[config.mk]
export PLATFORM = sky130hd
export DESIGN_NAME = mac_seq_ctrl
export DESIGN_NICKNAME = d
export VERILOG_FILES = /design/src/rtl/mac_pkg.sv /design/src/rtl/mac_seq_addr_gen.sv /design/src/rtl/mac_seq_ctrl.sv
export SDC_FILE = /design/constraint.sdc
export NUM_CORES = 1
export LEC_CHECK = 0
export ABC_AREA = 1
export CAP_MARGIN = 20
export CELL_PAD_IN_SITES_DETAIL_PLACEMENT = 2
export CELL_PAD_IN_SITES_GLOBAL_PLACEMENT = 2
export CORE_MARGIN = 5
export CORE_UTILIZATION = 28
export CTS_BUF_LIST = sky130_fd_sc_hd__clkbuf_4 sky130_fd_sc_hd__clkbuf_8 sky130_fd_sc_hd__clkbuf_16
export DETAILED_ROUTE_END_ITERATION = 16
export GPL_TIMING_DRIVEN = 0
export PLACE_DENSITY = 0.95
export SYNTH_ARGS = -nofsm -noshare
export SYNTH_HDL_FRONTEND = slang
export SYNTH_SLANG_ARGS = --single-unit
export TNS_END_PERCENT = 20
[constraint.sdc]
create_clock -name clk -period 4.45 [get_ports clk]
set_clock_uncertainty 0.05 [all_clocks]
set_input_delay 0.445 -clock clk [delete_from_list [all_inputs] [get_ports clk]]
set_output_delay 0.445 -clock clk [all_outputs]
set_load 0.005 [all_outputs]
[src/rtl/mac_pkg.sv]
// Shared widths and FSM state encoding for the MAC sequencer.
package mac_pkg;

  localparam int unsigned A_W   = 8;
  localparam int unsigned B_W   = 10;
  localparam int unsigned ACC_W = 25;

  typedef enum logic [2:0] {
    StIdle,
    StClear,
    StRun,
    StDrain,
    StCapture,
    StDone
  } mac_state_e;

endpackage

[src/rtl/mac_seq_addr_gen.sv]
// Element index counter and wrapping base+offset operand address generators.
module mac_seq_addr_gen #(
  parameter int unsigned ADDR_W = 8
) (
  input  logic              clk,
  input  logic              clr,
  input  logic              load,
  input  logic              step,
  input  logic [ADDR_W-1:0] a_base,
  input  logic [ADDR_W-1:0] b_base,
  output logic [ADDR_W-1:0] a_addr,
  output logic [ADDR_W-1:0] b_addr,
  output logic [ADDR_W:0]   idx
);

  localparam logic [ADDR_W:0] IdxOne = {{ADDR_W{1'b0}}, 1'b1};

  logic [ADDR_W-1:0] a_base_q;
  logic [ADDR_W-1:0] b_base_q;
  logic [ADDR_W:0]   idx_q;

  always_ff @(posedge clk) begin
    if (clr) begin
      a_base_q <= '0;
      b_base_q <= '0;
      idx_q    <= '0;
    end else if (load) begin
      a_base_q <= a_base;
      b_base_q <= b_base;
      idx_q    <= '0;
    end else if (step) begin
      idx_q <= idx_q + IdxOne;
    end
  end

  // ADDR_W-bit sums wrap modulo 2^ADDR_W.
  assign a_addr = a_base_q + idx_q[ADDR_W-1:0];
  assign b_addr = b_base_q + idx_q[ADDR_W-1:0];
  assign idx    = idx_q;

endmodule

[src/rtl/mac_seq_ctrl.sv]
// Job sequencer for a multiply-accumulate datapath with 1-cycle operand memories.
// Define MAC_SEQ_RELU_EN to clamp negative captured results to zero.
module mac_seq_ctrl #(
  parameter int unsigned ADDR_W = 8,
  parameter int unsigned ACC_W  = mac_pkg::ACC_W
) (
  input  logic              clk,
  input  logic              clr,
  input  logic              start,
  input  logic              abort,
  input  logic [ADDR_W:0]   len,
  input  logic [ADDR_W-1:0] a_base,
  input  logic [ADDR_W-1:0] b_base,
  output logic [ADDR_W-1:0] a_addr,
  output logic [ADDR_W-1:0] b_addr,
  output logic              rd_en,
  output logic              mac_clr,
  output logic              mac_en,
  input  logic [ACC_W-1:0]  mac_result,
  output logic [ACC_W-1:0]  result,
  output logic              done,
  output logic              busy
);

  import mac_pkg::*;

  localparam logic [ADDR_W:0] LenOne = {{ADDR_W{1'b0}}, 1'b1};

  mac_state_e        state_q, state_d;
  logic [ADDR_W:0]   len_q;
  logic [ADDR_W:0]   idx;
  logic              accept;
  logic              rd_en_q, mac_en_q, mac_clr_q, done_q;
  logic [ACC_W-1:0]  result_q;
  logic [ACC_W-1:0]  capture_val;

  assign accept = (state_q == StIdle) && start;

  mac_seq_addr_gen #(
    .ADDR_W (ADDR_W)
  ) u_addr_gen (
    .clk    (clk),
    .clr    (clr),
    .load   (accept),
    .step   (state_q == StRun),
    .a_base (a_base),
    .b_base (b_base),
    .a_addr (a_addr),
    .b_addr (b_addr),
    .idx    (idx)
  );

  always_comb begin
    state_d = state_q;
    unique case (state_q)
      StIdle:    if (start) state_d = StClear;
      StClear:   state_d = (len_q == '0) ? StCapture : StRun;
      StRun:     if (idx == len_q - LenOne) state_d = StDrain;
      StDrain:   state_d = StCapture;
      StCapture: state_d = StDone;
      StDone:    state_d = StIdle;
      default:   state_d = StIdle;
    endcase
    if (abort && (state_q != StIdle)) state_d = StIdle;
  end

`ifdef MAC_SEQ_RELU_EN
  assign capture_val = mac_result[ACC_W-1] ? '0 : mac_result;
`else
  assign capture_val = mac_result;
`endif

  // Strobes are registered from the next state so they line up with the state they belong to.
  always_ff @(posedge clk) begin
    if (clr) begin
      state_q   <= StIdle;
      len_q     <= '0;
      rd_en_q   <= 1'b0;
      mac_en_q  <= 1'b0;
      mac_clr_q <= 1'b0;
      done_q    <= 1'b0;
      result_q  <= '0;
    end else begin
      state_q   <= state_d;
      if (accept) len_q <= len;
      mac_clr_q <= (state_d == StClear);
      rd_en_q   <= (state_d == StRun);
      mac_en_q  <= rd_en_q && (state_d != StIdle);
      done_q    <= (state_d == StDone);
      if ((state_q == StCapture) && (state_d == StDone)) result_q <= capture_val;
    end
  end

  assign rd_en   = rd_en_q;
  assign mac_en  = mac_en_q;
  assign mac_clr = mac_clr_q;
  assign done    = done_q;
  assign result  = result_q;
  assign busy    = (state_q != StIdle);

endmodule

== Word-level counts from Yosys, hierarchy flattened ==
Index checks and enable logic that the tools add are counted.
W data, S select, Z words.

* Register bits after elaboration: 66
* Word-level logic and storage cells: 36
* Output and inout port bits: 46

* Reductions and logical operators: 9
* Eq/ne operators: 8
* Muxes and demuxes: 5
* Add/subtract/negate cells: 4

{| class="wikitable"
|+ Operators by type and width
! operator !! number
|-
| $add A8 B8 Y8 || 2
|-
| $pmux W3 S5 || 1
|-
| $mux W3 || 4
|-
| $add A9 B1 Y9 const B || 1
|-
| $eq A3 B2 Y1 const B || 3
|-
| $eq A9 B9 Y1 || 1
|-
| $logic_not A9 Y1 || 1
|-
| $sub A9 B1 Y9 const B || 1
|-
| $eq A3 B1 Y1 const B || 2
|-
| $eq A3 B3 Y1 const B || 2
|-
| $reduce_bool A3 Y1 || 2
|-
| $logic_and A1 B1 Y1 || 4
|-
| $logic_not A3 Y1 || 1
|-
| $reduce_or A2 Y1 || 1
|}

== Depth between registers and ports, before layout ==
* Depth after elaboration: 7
* Gate-level depth with buffers: 15
* Mapped depth without buffers: 15

== Hierarchy ==
Synthesis repeated with hierarchy kept, for this count alone.

* Cell total of the unflattened synthesis: 500
* Area, all modules: 3477.1 µm²

{| class="wikitable"
|+ Modules (own cells, without submodules)
! module !! cells each !! area an instance (µm²) !! seq. area each (µm²) !! times used
|-
| mac_seq_ctrl || 263 || 1859.3 || 820.8 || 1
|-
| mac_seq_addr_gen || 237 || 1617.8 || 500.5 || 1
|}

== Least setup slack after synthesis ==
No wires, ideal clock.

* Path kind: register to output
* From: register u_addr_gen.idx_q[0], in the netlist u_addr_gen.idx[0]
* To: output a_addr[6]
* Cell stages (with the launch flop): 8
* Slack: 2.240 ns
* Arrival time: 1.715 ns
* Cells stage by stage: dfxtp_1 > ha_1 > inv_1 > fa_1 > o21ai_0 > a21oi_1 > o21ai_0 > xor2_1

* Cells in the longest elaborated chain, start to end: 1

{| class="wikitable"
|+ Ends and longest elaborated chain
! item !! RTL line !! source
|-
| start: declaration || mac_seq_addr_gen.sv:20 || <nowiki>logic [ADDR_W:0] idx_q;</nowiki>
|-
| start signal: assignment || mac_seq_addr_gen.sv:32 || <nowiki>idx_q <= idx_q + IdxOne;</nowiki>
|-
| $add A8 B8 Y8 || mac_seq_addr_gen.sv:37 || <nowiki>assign a_addr = a_base_q + idx_q[ADDR_W-1:0];</nowiki>
|-
| end: declaration || mac_seq_ctrl.sv:14 || <nowiki>output logic [ADDR_W-1:0] a_addr,</nowiki>
|}

Every way passes these cells.

== Worst setup path after layout ==
Same ends and word-level chain as after synthesis.

==> out/metrics.cfg <==
[outcome]
status = finished clean

[worst_setup_path]
cp_slowest_cell = clkdlybuf4s50_1
rrSetupSlack_ps = 2440
required_ps = 3950
cp-start-kind = flip-flop
slowest_delay_ps = 530
r2r-start = len_q[0]$_SDFFE_PP0P_
arrival_ps = 3010
critPathKind = reg -> out
cp-end-kind = output port
r2r-end = mac_en$_SDFF_PP0_
ff2ff_path_depth = 14
crit_path_max_fanout = 6
path_cells = ha_1 > inv_1 > fa_1 > o21ai_0 > a21oi_1 > o21ai_0 > xor2_1 > clkdlybuf4s50_1
worst_path_most_repeated_cell = o21ai_0

[placement]
numPlacedInstances = 698
dpl.hpwl_um = 10340
pre_cts_ws_ps = 1310
gp_congestion = 0.8277
port_buffers = 98

[power]
p_clk_share_pct = 41.4
sw_frac_of_total_pct = 28.68
power.leakage_nw = 1.977
comb_power_share_pct = 21.0
p_sw_mw = 0.5014
seqPwrFrac_pct = 37.6
intPower_mw = 1.247
power_density_nw_per_um2 = 362.4
peakVddDrop_mv = 0.1772

[route]
wirelength_um = 13360
drc = 0
routedWlPerCell_um = 18.74
ant_nets = 0
drt_first_iter_violations = 72
routed_via_density = 4.813
num_vias = 3432
first_pass_iters = 4

[synth]
synthTopCellsByArea = dfxtp_1 39%, nand2_1 10%, a21oi_1 10%
synth_ff_type = dfxtp_1
yosys.area.top_type = dfxtp_1
synth_largest_type_area_fraction_pct = 39.26
synth_nets = 525
synth_seq_cells = 66
netlist_instances = 453
synth_edf_count = 0
synth_area_um2 = 3366
avgSynthCellArea_um2 = 7.430
yosysWarnings = 0
synth.most_common_cell = nand2_1
synth_commonest_cells = 93 x nand2_1, 69 x a21oi_1, 66 x dfxtp_1, 62 x inv_1, 27 x o21ai_1
yosysSeqAreaShare_pct = 39.26
async_reset_ff_share_pct = 0
ys_types = 31

[layout]
diodes = 0
ff_latch_area_um2 = 1321
layout.nets = 634
drive_above_1_share_pct = 10.07
nFillCells = 1358
multi_input_area_um2 = 1669
final_cells = 713
areaGrowthSynthToFinish_pct = 43.35

[clock_tree]
clkLatencyLatePin_ps = 350
post_cts_hold_buffer_count = 0
tritoncts = yes
cts_root_buffer = clkbuf_16
cts-resized-gates = 0
htreeDepth = 3
cts_setup_buffers = 0
cts.clk_slew.worst_paths_ps = 60
cts_made_buffers = 9
cts.sinks = 66
clk_path_buf_depth = 2

[global_route]
grt_pass1_vias = 4079
grt_overflow_total = 0
antenna_found_initial = 0
grt_max_degree = 11
grtUsageTotal_pct = 19.39
grt_pass1_wl_um = 21560

[floorplan]
core_um2 = 11910
num_rows = 40
die_y_um = 119.6
ioPinCount = 100
die_w_um = 119.6
die_area_um2 = 14310
floorplan.initialDensity_pct = 28.26

[timing]
fmax_mhz = 285.0
slew_violations = 0
hold_viol_final = 0
worst_pin_slew_ps = 563.4
rsz0062_at_grt = no
setup_tns_ps = 0
slew_headroom_pct = 62.44
setup_slack_ps = 941.1
setup_violations = 0
fin_crit_ps = 3509
min_period_over_period_pct = 78.85

[job]
drv_cap = 0

[min_path]
hold_path_class = reg -> reg
hold_end = result[22]$_SDFFE_PP0P_
min_path_cells = 2
hold_start = result[22]$_SDFFE_PP0P_

==> cell usage in the layout (no fill, tap or decap), types with 2 or more instances in the layout <==
master / synthesis / final
nor3_2: 2 / 2
nor2_4: 2 / 2
xnor2_1: 5 / 5
clkinv_2: 0 / 2
inv_2: 8 / 8
o21ai_1: 27 / 27
nand3_2: 3 / 3
nand2_2: 4 / 4
nand2_1: 93 / 93
ha_1: 16 / 16
buf_2: 6 / 6
clkdlybuf4s50_1: 0 / 98
nand3_1: 12 / 12
nor2_2: 7 / 7
dfxtp_1: 66 / 66
fa_1: 2 / 2
inv_1: 62 / 62
a21oi_1: 69 / 69
buf_6: 5 / 5
clkbuf_4: 0 / 2
clkbuf_1: 6 / 6
clkbuf_16: 0 / 9
nor2_1: 17 / 17
o21ai_0: 19 / 19
xor2_1: 10 / 10
nor3b_1: 3 / 3
==> how the worst max path moves through the flow <==
stage                     depth (start not counted)  slack (ps)         to                            from
after floorplan                                   7        2240  a_addr[6]  u_addr_gen.idx[0]$_SDFFE_PP0P_
after global placement                            8        1490  a_addr[6]  u_addr_gen.idx[0]$_SDFFE_PP0P_
after detailed placement                          8        1310  a_addr[6]  u_addr_gen.idx[0]$_SDFFE_PP0P_
after CTS                                         8         930  a_addr[6]  u_addr_gen.idx[0]$_SDFFE_PP0P_
after global routing                              8         760  a_addr[6]  u_addr_gen.idx[0]$_SDFFE_PP0P_
final                                             8         940  a_addr[6]  u_addr_gen.idx[0]$_SDFFE_PP0P_
==> registers in the layout (all words and copies together) (netlist names) <==
signal               flops
u_addr_gen.idx           9
state_q                  3
result                  25
mac_en                   1
mac_clr                  1
u_addr_gen.a_base_q      8
rd_en                    1
len_q                    9
done                     1
u_addr_gen.b_base_q      8
==> metal layers <==
layer | vias to the layer above | track usage, % | share of wire [%]
met4 | 0 | 6.943 | 1.9
li1 | 1668 | - | -
met1 | 1657 | 20.14 | 38
met2 | 82 | 36.86 | 54
met3 | 25 | 5.514 | 5.5
met5 | - | 0 | 0
==> cells by family after synthesis <==
| kind of cell | after synthesis | share of synthesized area [%] |
|---|---|---|
| AND/OR/NAND/NOR | 150 | 21.19 |
| AO/OA/AOI/OAI | 116 | 17.36 |
| buffers and inverters | 88 | 11.15 |
| flip-flops | 66 | 39.26 |
| adder cells (fa/ha/maj) | 18 | 7.138 |
| XOR/XNOR | 15 | 3.903 |
==> cell type report <==
| class | count | share of cell area (%) |
|---|---|---|
| multi-input cells | 299 | 34.60 |
| flip-flops and latches | 66 | 27.39 |
| repair buffers | 98 | 20.33 |
| inverters | 71 | 5.524 |
| clock buffers | 12 | 5.265 |
| well taps | 147 | 3.812 |
| plain buffers | 17 | 2.256 |
| clock inverters | 3 | 0.8299 |
==> power by group through the flow <==
stage | Combinational [mW] | Sequential, mW | Clock (mW)
after floorplan | 0.194 | 0.661 | 0
after global placement | 0.338 | 0.664 | 0
after detailed placement | 0.368 | 0.668 | 0
after CTS | 0.375 | 0.657 | 0.739
after global routing | 0.405 | 0.660 | 0.767
final | 0.367 | 0.656 | 0.725
==> through the flow <==
stage / hold WS, ps / total power, mW / area [µm²] / util (%)
6_report: 405.6 / 1.748 / 4825 / 40.50
5_1_grt: 430.5 / 1.833 / 4825 / 40.50
4_1_cts: 407.9 / 1.770 / 4825 / 40.50
3_5_place_dp: 395.2 / 1.036 / 4531 / 38.04
3_3_place_gp: 380.2 / 1.002 / 4531 / 38.04
2_1_floorplan: 389.7 / 0.8550 / 3366 / -
==> worst max-delay path: cells and delay by family (launching register included) <==
family	cells	cell delay, ps
AOI/OAI and AO/OA	3	700
DFF	1	480
xor gates and xnor gates	1	210
adders and majority gates	2	660
buffers and inverters	2	600
No activity file was read; power rests on OpenSTA's default activity.
